<file path="src/rtl/uncache_pkg.sv">
// Shared definitions for the uncached AXI bridge:
//   uc_state_e          - bridge FSM states
//   SZ_BYTE/HALF/WORD   - request size encodings
//   AXI_RESP_OKAY       - AXI response code for success
//   AXI_BURST_INCR      - AXI incrementing burst type
//   axi_size()          - maps a request size onto AxSIZE
package uncache_pkg;

  typedef enum logic [2:0] {
    IDLE,
    RD_ADDR,
    RD_DATA,
    WR_REQ,
    WR_RESP,
    DONE
  } uc_state_e;

  localparam logic [1:0] SZ_BYTE = 2'd0;
  localparam logic [1:0] SZ_HALF = 2'd1;
  localparam logic [1:0] SZ_WORD = 2'd2;

  localparam logic [1:0] AXI_RESP_OKAY  = 2'b00;
  localparam logic [1:0] AXI_BURST_INCR = 2'b01;

  // Size code 3 has no wider meaning on a 32-bit bus; issue it as a word.
  function automatic logic [2:0] axi_size(input logic [1:0] sz);
    return (sz == 2'd3) ? {1'b0, SZ_WORD} : {1'b0, sz};
  endfunction

endpackage

</file>
<file path="src/rtl/uncache_axi_bridge.sv">
// Single-outstanding uncached load/store engine. Accepts one request from the
// memory stage, performs one single-beat AXI4 read or write with the physical
// address unchanged, and returns a one-cycle response pulse.
//
// Ports:
//   clk, rst                  clock, async active-high reset
//   req_*                     request handshake and payload from memory stage
//   resp_valid/rdata/err      one-cycle completion pulse, load data, error
//   ar*/r*                    AXI4 read address / read data channels
//   aw*/w*/b*                 AXI4 write address / write data / write response
//
// state   | meaning
// --------+-----------------------------------------------------------
// IDLE    | waiting for a request (req_ready high)
// RD_ADDR | arvalid held until arready
// RD_DATA | rready high, waiting for rvalid
// WR_REQ  | awvalid/wvalid raised together, each dropped after its handshake
// WR_RESP | bready high, waiting for bvalid
// DONE    | resp_valid pulse for one cycle
module uncache_axi_bridge
  import uncache_pkg::*;
#(
  parameter logic [3:0] AXI_ID = 4'd1
) (
  input  logic        clk,
  input  logic        rst,
  input  logic        req_valid,
  output logic        req_ready,
  input  logic        req_wr,
  input  logic [31:0] req_addr,
  input  logic [1:0]  req_size,
  input  logic [3:0]  req_wstrb,
  input  logic [31:0] req_wdata,
  output logic        resp_valid,
  output logic [31:0] resp_rdata,
  output logic        resp_err,
  output logic [3:0]  arid,
  output logic [31:0] araddr,
  output logic [7:0]  arlen,
  output logic [2:0]  arsize,
  output logic [1:0]  arburst,
  output logic        arvalid,
  input  logic        arready,
  input  logic [31:0] rdata,
  input  logic [1:0]  rresp,
  input  logic        rvalid,
  output logic        rready,
  output logic [3:0]  awid,
  output logic [31:0] awaddr,
  output logic [7:0]  awlen,
  output logic [2:0]  awsize,
  output logic [1:0]  awburst,
  output logic        awvalid,
  input  logic        awready,
  output logic [31:0] wdata,
  output logic [3:0]  wstrb,
  output logic        wlast,
  output logic        wvalid,
  input  logic        wready,
  input  logic [1:0]  bresp,
  input  logic        bvalid,
  output logic        bready
);

  uc_state_e   state_q, state_d;
  logic [31:0] addr_q, addr_d;
  logic [1:0]  size_q, size_d;
  logic [3:0]  wstrb_q, wstrb_d;
  logic [31:0] wdata_q, wdata_d;
  logic [31:0] rdata_q, rdata_d;
  logic        err_q, err_d;
  logic        aw_done_q, aw_done_d;
  logic        w_done_q, w_done_d;
  logic        ready_q, ready_d;

  always_comb begin
    state_d   = state_q;
    addr_d    = addr_q;
    size_d    = size_q;
    wstrb_d   = wstrb_q;
    wdata_d   = wdata_q;
    rdata_d   = rdata_q;
    err_d     = err_q;
    aw_done_d = aw_done_q;
    w_done_d  = w_done_q;
    case (state_q)
      IDLE: begin
        if (req_valid && ready_q) begin
          addr_d    = req_addr;
          size_d    = req_size;
          wstrb_d   = req_wstrb;
          wdata_d   = req_wdata;
          rdata_d   = '0;
          err_d     = 1'b0;
          aw_done_d = 1'b0;
          w_done_d  = 1'b0;
          state_d   = req_wr ? WR_REQ : RD_ADDR;
        end
      end
      RD_ADDR: if (arready) state_d = RD_DATA;
      RD_DATA: begin
        if (rvalid) begin
          rdata_d = rdata;
          err_d   = (rresp != AXI_RESP_OKAY);
          state_d = DONE;
        end
      end
      WR_REQ: begin
        // Each channel completes on its own; both may land in the same cycle.
        aw_done_d = aw_done_q | awready;
        w_done_d  = w_done_q | wready;
        if (aw_done_d && w_done_d) state_d = WR_RESP;
      end
      WR_RESP: begin
        if (bvalid) begin
          err_d   = (bresp != AXI_RESP_OKAY);
          state_d = DONE;
        end
      end
      DONE:    state_d = IDLE;
      default: state_d = IDLE;
    endcase
  end

  // req_ready is registered so it reads 0 while reset is held.
  assign ready_d = (state_d == IDLE);

  always_ff @(posedge clk or posedge rst) begin
    if (rst) begin
      state_q   <= IDLE;
      addr_q    <= '0;
      size_q    <= '0;
      wstrb_q   <= '0;
      wdata_q   <= '0;
      rdata_q   <= '0;
      err_q     <= 1'b0;
      aw_done_q <= 1'b0;
      w_done_q  <= 1'b0;
      ready_q   <= 1'b0;
    end else begin
      state_q   <= state_d;
      addr_q    <= addr_d;
      size_q    <= size_d;
      wstrb_q   <= wstrb_d;
      wdata_q   <= wdata_d;
      rdata_q   <= rdata_d;
      err_q     <= err_d;
      aw_done_q <= aw_done_d;
      w_done_q  <= w_done_d;
      ready_q   <= ready_d;
    end
  end

  assign req_ready  = ready_q;
  assign resp_valid = (state_q == DONE);
  assign resp_rdata = resp_valid ? rdata_q : '0;
  assign resp_err   = resp_valid & err_q;

  assign arid    = AXI_ID;
  assign arlen   = 8'd0;
  assign arburst = AXI_BURST_INCR;
  assign araddr  = addr_q;
  assign arsize  = axi_size(size_q);
  assign arvalid = (state_q == RD_ADDR);
  assign rready  = (state_q == RD_DATA);

  assign awid    = AXI_ID;
  assign awlen   = 8'd0;
  assign awburst = AXI_BURST_INCR;
  assign awaddr  = addr_q;
  assign awsize  = axi_size(size_q);
  assign awvalid = (state_q == WR_REQ) && !aw_done_q;
  assign wvalid  = (state_q == WR_REQ) && !w_done_q;
  assign wlast   = wvalid;
  assign wdata   = wdata_q;
  assign wstrb   = wstrb_q;
  assign bready  = (state_q == WR_RESP);

endmodule

</file>
<file path="config.mk">
export PLATFORM = sky130hd
export DESIGN_NAME = uncache_axi_bridge
export DESIGN_NICKNAME = d
export VERILOG_FILES = /design/src/rtl/uncache_pkg.sv /design/src/rtl/uncache_axi_bridge.sv
export SDC_FILE = /design/constraint.sdc
export NUM_CORES = 1
export LEC_CHECK = 0
export ABC_AREA = 0
export BUFFER_PORTS_ARGS = -buffer_cell sky130_fd_sc_hd__buf_2
export CAP_MARGIN = 10
export CORE_ASPECT_RATIO = 0.6
export CORE_MARGIN = 1.5
export CORE_UTILIZATION = 45
export CTS_CLUSTER_SIZE = 8
export DETAILED_ROUTE_END_ITERATION = 6
export HOLD_SLACK_MARGIN = 0.08
export PLACE_DENSITY_LB_ADDON = 0.25
export SLEW_MARGIN = 20
export SYNTH_ARGS = -nofsm -noshare
export SYNTH_HDL_FRONTEND = slang
export SYNTH_SLANG_ARGS = --single-unit
</file>
<file path="constraint.sdc">
create_clock -name clk -period 4.7 [get_ports clk]
set_input_delay 0.705 -clock clk [delete_from_list [all_inputs] [get_ports clk]]
set_output_delay 0.705 -clock clk [all_outputs]
set_load 0.01 [all_outputs]
</file>
# --- Word level (Yosys, flattened, before mapping) ---
# Index checks and enable logic that the tools add are counted.
totals:
  regBits: 109
  out_inout_bits: 175
  elab_cells: 57
classes:
  n_eq_ne: 9
  n_mux: 18
  bitwise: 3
  n_reduce_logical: 17
ops:
  columns: ["op", "count"]
  rows:
  - ["two-way mux 32 bit", 3]
  - ["one-hot mux 32 bit (2 select lines)", 1]
  - ["two-way mux 3 bit", 5]
  - ["one-hot mux 3 bit (5 select lines)", 1]
  - ["nonzero test 2 bit", 4]
  - ["== test 3 x 2 -> 1 bit (second input constant)", 2]
  - ["== test 3 bit (second input constant)", 2]
  - ["logical NOT 3 bit", 2]
  - ["inequality test 2 bit (second input constant)", 3]
  - ["logical AND 1 bit", 4]
  - ["two-way mux 2 bit", 2]
  - ["one-hot mux 1 bit (2 select lines)", 2]
  - ["AND reduction 2 bit", 2]
  - ["AND reduction 4 bit", 1]
  - ["== test 3 x 1 -> 1 bit (second input constant)", 1]
  - ["two-way mux 1 bit", 3]
  - ["one-hot mux 1 bit (3 select lines)", 1]
  - ["AND reduction 3 bit", 1]
  - ["nonzero test 3 bit", 1]
  - ["== test 2 bit (second input constant)", 1]
  - ["logical NOT 1 bit", 2]
  - ["bitwise OR 1 bit", 2]
  - ["bitwise AND 1 bit", 1]

# --- Logic depth before layout (Yosys ltp) ---
# Gate-level depths: netlist of the first run.
depth:
  ltp_word: 5
  depth_mapped: 6

# --- Least setup slack after synthesis of the first run ---
# OpenSTA, ideal clock, no wires.
synth_timing:
  path_type: "reg2out"
  startpoint: "reg state_q[1]"
  endpoint: "out resp_rdata[22]"
  arrival_time_ps: 1356
  t_required_ps: 3995
  path_slack_ps: 2639
  stages_incl_launch_ff: 6
  path_buffers: 2
  path_cell_list: "dfrtp_1 > inv_1 > and3_1 > clkbuf_1 > clkbuf_1 > and2_1"
synth_between:
  elab_chain_cells: 2
synth_lines:
  columns: ["element", "line", "text"]
  rows:
  - ["start: declaration", "uncache_axi_bridge.sv:65", "uc_state_e state_q, state_d;"]
  - ["start signal: assignment", "uncache_axi_bridge.sv:141", "state_q <= state_d;"]
  - ["== test 3 bit", "uncache_axi_bridge.sv:155", "assign resp_valid = (state_q == DONE);"]
  - ["via resp_valid", "uncache_axi_bridge.sv:34", "output logic resp_valid,"]
  - ["two-way mux 32 bit", "uncache_axi_bridge.sv:156", "assign resp_rdata = resp_valid ? rdata_q : '0;"]
  - ["end: declaration", "uncache_axi_bridge.sv:35", "output logic [31:0] resp_rdata,"]
# The timed path passes the listed nets, and every way through them passes these cells.

# --- Final worst setup path of the first run ---
layout_timing:
  startpoint: "reg state_q[0]"
  endpoint: "out resp_rdata[11]"
layout_between:
  elab_chain_cells: 2
layout_lines:
  columns: ["element", "line"]
  rows:
  - ["== test 3 bit", "uncache_axi_bridge.sv:155"]
  - ["two-way mux 32 bit", "uncache_axi_bridge.sv:156"]
# Every way passes these cells.

==> reports/qor.csv, run 1 <==
stage,metric,value,unit
logic_synthesis,Synth cell types,32,
cts,CTS tree,built,
timing,final-report hold violation count,0,
critical_path,CP Capture Type,primary output,
logic_synthesis,average cell area after synthesis,13.8,sq um
critical_path,Critical Path RT,3990,ps
detailed_routing,via count,3391,
cts,CTS buffer count,9,
global_route,antenna violations before repair,1,
floorplan,row cnt,29,
timing,crit path time final,2980,ps
placed_design,post-detail-place hpwl,8590,microns
timing,clk_skew,5.84,ps
logic_synthesis,leading area contributor after synthesis,dfrtp_1,
logic_synthesis,largest family of logic cells by synthesized area,multiplexers,
critical_path,"Arr. time, crit path",2270,ps
detailed_routing,Vias/cell,4.64,
power,power per cell area,682,nW/um^2
cells_and_area,area added between synthesis and finish,24.8,%
timing,Tcrit/Tclk final,63.4,%
critical_path,CP Capture Point,resp_rdata[11],
timing,sum of negative setup slack,0,ps
cts,Worst-path clk slew,70,ps
worst_hold_path,Hold Path Class,in -> async,
detailed_routing,Post-DRT Antenna Nets,0,
run_status,status,"finished, final reports clean",
cells_and_area,fillers,931,
floorplan,num ports,290,
critical_path,crit-path max FO,34,
critical_path,CP startpoint kind,flop,
placed_design,placed cells,715,
logic_synthesis,async set-reset flop share out of synthesis,100,%
logic_synthesis,most frequent cell after synthesis,dfrtp_1,
logic_synthesis,xor/xnor share of the synthesized area,0.171,%
flow_run,Max-cap violations,0,
timing,highest clock rate,336,MHz
floorplan,Die Y,85.7,microns
floorplan,initial core utilization,47.4,%
cells_and_area,layout cells sized above 1,57.4,%
cts,Root Buffer Master,clkbuf_16,
cells_and_area,post-route insts no fill,731,
cts,Post-CTS Setup Inserts,0,
logic_synthesis,Syn. warnings,0,
detailed_routing,Initial DRC Count,112,
placed_design,I/O Buffers,259,
global_route,vias in the first global route,3320,
timing,Final WS setup,1720,ps
logic_synthesis,sequential share of the synthesized area,53.2,%
logic_synthesis,Synth top area share,53.2,%
cells_and_area,ANT cells,0,
detailed_routing,drt total wl,11500,microns
critical_path,worst r2r dst,size_q[1]$_DFFE_PP0P_,
global_route,grt total ovfl,0,
global_route,pin count of the biggest net entering global routing,64,
floorplan,Core Region,10800,sq um
logic_synthesis,#FFs+latches synth,109,
logic_synthesis,Synth Area in Adders,0,%
logic_synthesis,most used flip-flop cell after synthesis,dfrtp_1,
timing,max-slew violations,0,
timing,worst slew pin tran,998,ps
floorplan,Die Span X,141,microns
logic_synthesis,Compound-Gate Fraction of Synth Area,7.51,%
global_route,first-pass GRT wire length,17500,microns
logic_synthesis,most frequent cells after synthesis,"109 x dfrtp_1, 65 x buf_4, 56 x mux2_4",
floorplan,die area,12100,sq um
logic_synthesis,mux contribution to synthesized area,19.5,%
detailed_routing,DR DRC count,0,
critical_path,crit path from,state_q[0]$_DFF_PP0_,
global_route,Total Routing Usage GR,18.8,%
timing,Slew headroom,33.2,%
placed_design,pre-CTS WS,2030,ps
logic_synthesis,Mapped Area,5130,sq um
detailed_routing,Initial DRT Pass Iterations,4,
cts,post-cts sizing count,0,
power,P_leak,0.00350,uW
critical_path,Reg2Reg Setup Slack,2090,ps
critical_path,Critical R2R Launch,state_q[0]$_DFF_PP0_,
cts,worst skew pair latency,340,ps
critical_path,crit path kind,reg -> out,
power,maximum vdd drop,0.331,mV
cts,H-Tree Depth,3,
cells_and_area,Multi-input gate area,1860,sq um
placed_design,Final Wtd Congestion,0.812,
cts,cts hold-fix bufs,0,
cells_and_area,fin nets,702,
logic_synthesis,Post-synth EDFFs,0,
logic_synthesis,Cells after Synth,373,
timing,RSZ-0062 raised after global routing,false,
logic_synthesis,top post-synthesis cells by area,"dfrtp_1 53%, mux2_4 16%, buf_4 9.5%, a22o_1 5.5%, and2_1 4.0%",
logic_synthesis,Synth Area in Simple Gates,6.59,%
cts,CTS Buffer Depth,2,
cts,Clock Sinks,109,
detailed_routing,WL/cell,15.7,microns
timing,final setup fails,0,
cells_and_area,register area,2730,sq um
critical_path,R2R depth,4,
per-stage QoR:
stage                     power [uW]  util [%]  instance area (sq um)  hold slack [ps]
after floorplan                 3150         -                   5240              458
after global placement          3580      56.3                   6090              478
final                           4360      59.2                   6400              487
after detailed placement        3620      56.3                   6090              477
after global routing            4630      59.2                   6400              511
after CTS                       4420      59.2                   6400              498
layer usage:
| layer | GRT usage (%) | vias to the layer above | routed length, microns |
|---|---|---|---|
| met1 | 25.9 | 1615 | 5110 |
| met4 | 4.36 | 2 | 96 |
| met2 | 29.4 | 152 | 5430 |
| li1 | - | 1611 | - |
| met3 | 5.70 | 11 | 860 |
| met5 | 0 | - | 13 |
sequential cells by signal (all words and copies together) (netlist names):
signal,flops
wstrb,4
araddr,32
req_ready,1
rdata_q,32
size_q,2
aw_done_q,1
err_q,1
w_done_q,1
state_q,3
wdata,32
power breakdown:
group          switching [uW]  internal (uW)  leakage [uW]  total [uW]
Combinational             853           1010       0.00200        1860
Sequential                311           1410       0.00134        1730
Clock                     340            434      0.000155         774
Total                    1500           2860       0.00350        4360
worst min path at each step:
| stage | endpoint | slack, ps | cells after the start | start |
|---|---|---|---|---|
| 6_report | wdata[31]$_DFFE_PP0P_ | 490 | 2 | rst |
| 5_1_grt | rdata_q[8]$_DFFE_PP0P_ | 510 | 1 | rdata_q[8]$_DFFE_PP0P_ |
| 4_1_cts | rdata_q[29]$_DFFE_PP0P_ | 500 | 1 | rdata_q[29]$_DFFE_PP0P_ |
| 3_5_place_dp | rdata_q[23]$_DFFE_PP0P_ | 480 | 1 | rdata_q[23]$_DFFE_PP0P_ |
| 3_3_place_gp | rdata_q[29]$_DFFE_PP0P_ | 480 | 1 | rdata_q[29]$_DFFE_PP0P_ |
| 2_1_floorplan | rdata_q[30]$_DFFE_PP0P_ | 460 | 1 | rdata_q[30]$_DFFE_PP0P_ |
logic make-up after synthesis:
| logic type | Yosys count |
|---|---|
| compound gates | 44 |
| xor+xnor | 1 |
| buf+inv | 90 |
| flops | 109 |
| mux | 70 |
| other cells | 2 |
| simple gates | 57 |
layout by cell type (no fill, tap or decap), types with 5 or more instances in the layout:
cell type,count
a22o_1,32
and2_1,33
buf_2,259
clkbuf_16,9
conb_1,30
dfrtp_1,109
mux2_1,14
mux2_4,56
nand2_1,5
nor2_1,8
layout make-up:
type                       count  area share [%]
sequential                   109            42.6
clock buffer                  10            3.73
timing repair buffer         262            20.6
clock inverter                 6            1.08
inverter                       3           0.215
multi-input combinational    202            29.0
tap                          139            2.72
critical path: stages, from the launching register on:
cell and delay [ps]:
dfrtp_1 630, and3_1 890, and2_1 260, buf_2 140
No activity file was read; power rests on OpenSTA's default activity.
==> run 2, diff against run 1 <==
--- a/config.mk
+++ b/config.mk
@@ -5,12 +5,12 @@
 export SDC_FILE = /design/constraint.sdc
 export NUM_CORES = 1
 export LEC_CHECK = 0
-export ABC_AREA = 0
+export ABC_AREA = 1
 export BUFFER_PORTS_ARGS = -buffer_cell sky130_fd_sc_hd__buf_2
 export CAP_MARGIN = 10
 export CORE_ASPECT_RATIO = 0.6
 export CORE_MARGIN = 1.5
-export CORE_UTILIZATION = 45
+export CORE_UTILIZATION = 40
 export CTS_CLUSTER_SIZE = 8
 export DETAILED_ROUTE_END_ITERATION = 6
 export HOLD_SLACK_MARGIN = 0.08
==> constraint.sdc (replaced) <==
create_clock -name clk -period 2.6 [get_ports clk]
set_input_delay 0.39 -clock clk [delete_from_list [all_inputs] [get_ports clk]]
set_output_delay 0.39 -clock clk [all_outputs]
set_load 0.01 [all_outputs]
==> reports/qor.csv, run 2 <==
stage,metric,value,unit
timing,RSZ-0062 raised after global routing,false,
cts,CTS tree,built,
logic_synthesis,most frequent cells after synthesis,"261 x nand2_1, 109 x dfrtp_1, 74 x buf_4",
floorplan,initial core utilization,41.5,%
cts,Clock Sinks,109,
power,total power,7270,uW
logic_synthesis,Mapped Area,5070,sq um
logic_synthesis,Cells after Synth,608,
global_route,Total Routing Usage GR,19.4,%
timing,highest clock rate,477,MHz
cells_and_area,most frequent cells in the layout,"261 x nand2_1, 259 x buf_2, 109 x dfrtp_1",
cells_and_area,register area,2730,sq um
global_route,pin count of the biggest net entering global routing,53,
timing,Slew headroom,50.0,%
critical_path,Worst path slowest cell,inv_2,
timing,worst slew pin tran,749,ps
critical_path,crit path kind,reg -> out,
logic_synthesis,top post-synthesis cells by area,"dfrtp_1 54%, nand2_1 19%, buf_4 11%, inv_1 3.6%, nor2_1 3.3%",
cells_and_area,"commonest non-fill, non-tap cell in the layout",nand2_1,
detailed_routing,Initial DRT Pass Iterations,4,
floorplan,Die Span X,148,microns
placed_design,I/O Buffers,259,
logic_synthesis,Synth top area share,53.8,%
timing,max-slew violations,0,
logic_synthesis,leading area contributor after synthesis,dfrtp_1,
run_status,status,"finished, final reports clean",
power,power per cell area,1130,nW/um^2
logic_synthesis,most used flip-flop cell after synthesis,dfrtp_1,
placed_design,post-detail-place hpwl,9350,microns
logic_synthesis,Syn. warnings,0,
cts,H-Tree Depth,3,
cells_and_area,fin nets,939,
flow_run,Max-cap violations,0,
worst_hold_path,Hold Path Class,in -> async,
floorplan,row cnt,31,
cells_and_area,area added between synthesis and finish,27.5,%
cts,worst skew pair latency,340,ps
detailed_routing,WL/cell,12.6,microns
logic_synthesis,async set-reset flop share out of synthesis,100,%
cts,Worst-path clk slew,70,ps
logic_synthesis,most frequent cell after synthesis,nand2_1,
detailed_routing,Vias/cell,4.24,
cts,post-cts sizing count,0,
timing,crit path time final,2100,ps
cells_and_area,Multi-input gate area,1600,sq um
cells_and_area,post-route insts no fill,993,
floorplan,num ports,290,
critical_path,CP startpoint kind,flop,
critical_path,CP Capture Type,primary output,
detailed_routing,via count,4209,
cts,CTS buffer count,9,
timing,Tcrit/Tclk final,80.7,%
floorplan,Core Region,12200,sq um
power,maximum vdd drop,0.494,mV
critical_path,"critical path, cell by cell","inv_1, nor3_2, inv_2, nor2_1, buf_2",
timing,sum of negative setup slack,0,ps
global_route,vias in the first global route,3947,
cts,cts hold-fix bufs,0,
global_route,antenna violations before repair,1,
critical_path,Critical Path RT,2210,ps
placed_design,placed cells,978,
cells_and_area,layout cells sized above 1,36.4,%
detailed_routing,drt total wl,12500,microns
global_route,grt total ovfl,0,
detailed_routing,DR DRC count,0,
logic_synthesis,Synth cell types,22,
placed_design,Final Wtd Congestion,0.835,
logic_synthesis,Post-synth EDFFs,0,
cells_and_area,fillers,1210,
logic_synthesis,average cell area after synthesis,8.33,sq um
floorplan,die area,13400,sq um
detailed_routing,Post-DRT Antenna Nets,0,
power,P_leak,0.00384,uW
timing,final-report hold violation count,0,
critical_path,crit-path max FO,33,
detailed_routing,Initial DRC Count,110,
critical_path,"Arr. time, crit path",1710,ps
floorplan,Die Y,90.2,microns
logic_synthesis,sequential share of the synthesized area,53.8,%
cts,Post-CTS Setup Inserts,0,
global_route,first-pass GRT wire length,20300,microns
timing,final setup fails,0,
cts,Root Buffer Master,clkbuf_16,
cts,CTS Buffer Depth,2,
logic_synthesis,#FFs+latches synth,109,
timing,clk_skew,5.63,ps
critical_path,"slowest stage delay, CP",420,ps
[run 2: cell types whose count changed in the layout (fill, tap and decap cells not counted), moves of 3 or more]
cell,delta
a22o_1,-32
a31oi_1,-3
and2_1,-33
buf_12,+4
inv_1,+46
mux2_1,-14
mux2_4,-56
nand2_1,+256
nand3_1,+3
nor2_1,+36
o21ai_0,+24
o21ai_2,+10
[run 2: area by class of cell]
cell class	count	share of cell area (%)
sequential	109	42.2
clock buffer	11	3.91
timing repair buffer	266	21.7
inverter	52	3.12
multi-input combinational	386	24.8
antenna	1	0.0388
clock inverter	3	1.07
tap	165	3.20
[run 2: metrics by stage]
step                area (sq um)  setup WS, ps  utilization (%)  hold slack [ps]
finish                      6460           503             52.9              174
floorplan                   5170           895                -              467
CTS                         6450           451             52.8              185
detailed placement          6130           835             50.2              459
global route                6450           288             52.8              221
global placement            6130           920             50.2              460
[run 2: worst paths after layout]
path | startpoint | endpoint | slack [ps] | cells after the start
setup / recovery | state_q[2]$_DFF_PP0_ | resp_err | 500 | 5
hold / removal | rst | araddr[1]$_DFFE_PP0P_ | 170 | 2
setup reg to reg | state_q[0]$_DFF_PP0_ | rdata_q[3]$_DFFE_PP0P_ | 960 | 5
hold reg to reg | wdata[27]$_DFFE_PP0P_ | wdata[27]$_DFFE_PP0P_ | 470 | 2
max in group asynchronous | rst | rdata_q[6]$_DFFE_PP0P_ | 1800 | 3
min in group clk | req_addr[10] | araddr[10]$_DFFE_PP0P_ | 240 | 3
[run 2: logic make-up after synthesis]
group	synth area share (%)
AOI/OAI and AO/OA	4.62
buffers and inverters	16.7
DFF	53.8
other	0.148
and+or+nand+nor	24.7
[run 2: critical path: cells and delay by family (launching register included)]
family                 cells  cell delay (ps)
buffers and inverters      3              780
flip-flops                 1              410
AND/OR/NAND/NOR            2              170
[run 2: where the power goes]
group	total [uW]	switching, uW	leakage [uW]	internal, uW
clock	1480	586	0.000158	890
combinational	2940	1820	0.00229	1120
sequential	2850	414	0.00139	2440
total	7270	2820	0.00384	4450
[run 2: per-layer routing]
layer  vias up  track usage, %  routed length, microns
li1       2151               -                       -
met1      1881            26.0                    5750
met2       164            30.6                    5660
met3        13            5.69                     956
met4         0            5.20                     179
met5         -               0                       0
==> run 3, diff against run 2 <==
==> constraint.sdc (replaced) <==
create_clock -name clk -period 1.7 [get_ports clk]
set_input_delay 0.255 -clock clk [delete_from_list [all_inputs] [get_ports clk]]
set_output_delay 0.255 -clock clk [all_outputs]
set_load 0.01 [all_outputs]
==> reports/qor.csv, run 3 (synthesis gave the netlist of run 2 again) <==
stage,metric,value,unit
timing,sum of negative setup slack,-773,ps
timing,Final WS setup,-85.7,ps
cts,Root Buffer Master,clkbuf_16,
cells_and_area,area added between synthesis and finish,31.1,%
detailed_routing,Vias/cell,4.23,
power,maximum vdd drop,0.839,mV
floorplan,num ports,290,
critical_path,Worst path slowest cell,nor3_1,
timing,RSZ-0062 raised after global routing,true,
timing,clk_skew,4.60,ps
floorplan,die area,13400,sq um
cells_and_area,post-route cell area,6640,sq um
floorplan,Core Region,12200,sq um
critical_path,"slowest stage delay, CP",410,ps
placed_design,placed cell area,6160,sq um
global_route,first-pass GRT wire length,20300,microns
cts,CTS tree,built,
cells_and_area,post-layout util,54.3,%
critical_path,CP startpoint kind,flop,
timing,final setup fails,30,
global_route,pin count of the biggest net entering global routing,57,
global_route,Total Routing Usage GR,19.7,%
placed_design,post-detail-place hpwl,9370,microns
cts,worst skew pair latency,340,ps
critical_path,buffers and inverters on the worst path,2,
detailed_routing,via count,4262,
global_route,grt total ovfl,0,
critical_path,crit path kind,reg -> out,
detailed_routing,Post-DRT Antenna Nets,0,
cts,CTS buffer count,9,
cells_and_area,fin nets,952,
run_status,failing checks,setup timing,
detailed_routing,DR DRC count,0,
timing,Tcrit/Tclk final,105,%
cells_and_area,layout cells sized above 1,40.4,%
cells_and_area,"commonest non-fill, non-tap cell in the layout",nand2_1,
floorplan,Die Span X,148,microns
floorplan,row cnt,31,
critical_path,Critical Path RT,1440,ps
critical_path,"Arr. time, crit path",1530,ps
worst_hold_path,Hold Path Class,in -> reg,
detailed_routing,drt total wl,12900,microns
detailed_routing,Initial DRT Pass Iterations,4,
global_route,antenna violations before repair,0,
timing,final-report hold violation count,0,
cells_and_area,most frequent cells in the layout,"260 x nand2_1, 259 x buf_2, 107 x dfrtp_1",
critical_path,"critical path, cell by cell","buf_4, nor3_1, buf_2",
timing,max-slew violations,0,
floorplan,initial core utilization,41.5,%
timing,crit path time final,1790,ps
cts,H-Tree Depth,3,
detailed_routing,Initial DRC Count,171,
timing,highest clock rate,560,MHz
floorplan,Die Y,90.2,microns
cts,CTS Buffer Depth,2,
critical_path,crit-path max FO,4,
power,power per cell area,1690,nW/um^2
flow_run,Max-cap violations,0,
placed_design,I/O Buffers,259,
run_status,status,finished with violations,
critical_path,Reg2Reg Setup Slack,120,ps
power,P_leak,0.00389,uW
critical_path,CP Capture Type,primary output,
global_route,vias in the first global route,3969,
placed_design,Final Wtd Congestion,0.858,
detailed_routing,WL/cell,12.8,microns
critical_path,"CP delay by family, top",simple AND/OR/NAND/NOR gates,
cts,Worst-path clk slew,70,ps
cts,Clock Sinks,109,
[run 3: tightest hold or removal path: stages]
cell,delay (ps)
buf_2,70
nand2_1,40
nand2_1,40
[run 3: worst paths after layout]
path	cells past startpoint	end	start
max	3	arvalid	state_q[2]$_DFF_PP0_
min	3	araddr[2]$_DFFE_PP0P_	req_addr[2]
max reg2reg	6	wdata[14]$_DFFE_PP0P_	state_q[1]$_DFF_PP0_
min reg2reg	2	wdata[1]$_DFFE_PP0P_	wdata[1]$_DFFE_PP0P_
max in group asynchronous	4	state_q[0]$_DFF_PP0_	rst
min in group asynchronous	3	wdata[17]$_DFFE_PP0P_	rst
[run 3: final cells by class]
| cell class | instances | area, sq um |
|---|---|---|
| fillers | 1185 | 5580 |
| flip-flops and latches | 109 | 2730 |
| multi-input cells | 386 | 1680 |
| repair buffers | 277 | 1500 |
| clock buffers | 11 | 233 |
| inverters | 52 | 215 |
| well taps | 165 | 206 |
| clock inverters | 5 | 58.8 |
| repair inverters | 2 | 17.5 |
| diodes | 1 | 2.50 |
[run 3: timing repair]
item	in CTS	in global routing
endpoints found under the setup margin	37	39
gates cloned	2	0
hold buffers	1	0
buffers inserted	5	3
hold endpoints to repair	8	0
gates resized for setup	17	18
pin swaps	1	2
[run 3: stage by stage]
step                      cells  worst slack [ps]  hold WS (ps)  total power [uW]
after floorplan             636               130           365              7630
after global placement      980               138           232              8970
after detailed placement    980              97.0           234              8990
after CTS                  1004             -56.5          82.4             11300
after global routing       1007              -116          98.9             12100
final                      1008             -85.7           101             11200
[run 3: layer usage]
metal	global-route usage (%)	wire length, microns	vias up
li1	-	-	2182
met1	26.5	5920	1909
met2	30.6	5770	155
met3	6.09	1000	16
met4	5.94	218	0
met5	0	0	-
[run 3: power breakdown]
group          internal, uW  switching [uW]  leakage, uW
clock                  1150             924     0.000136
sequential             3730             605      0.00139
combinational          1860            2940      0.00236
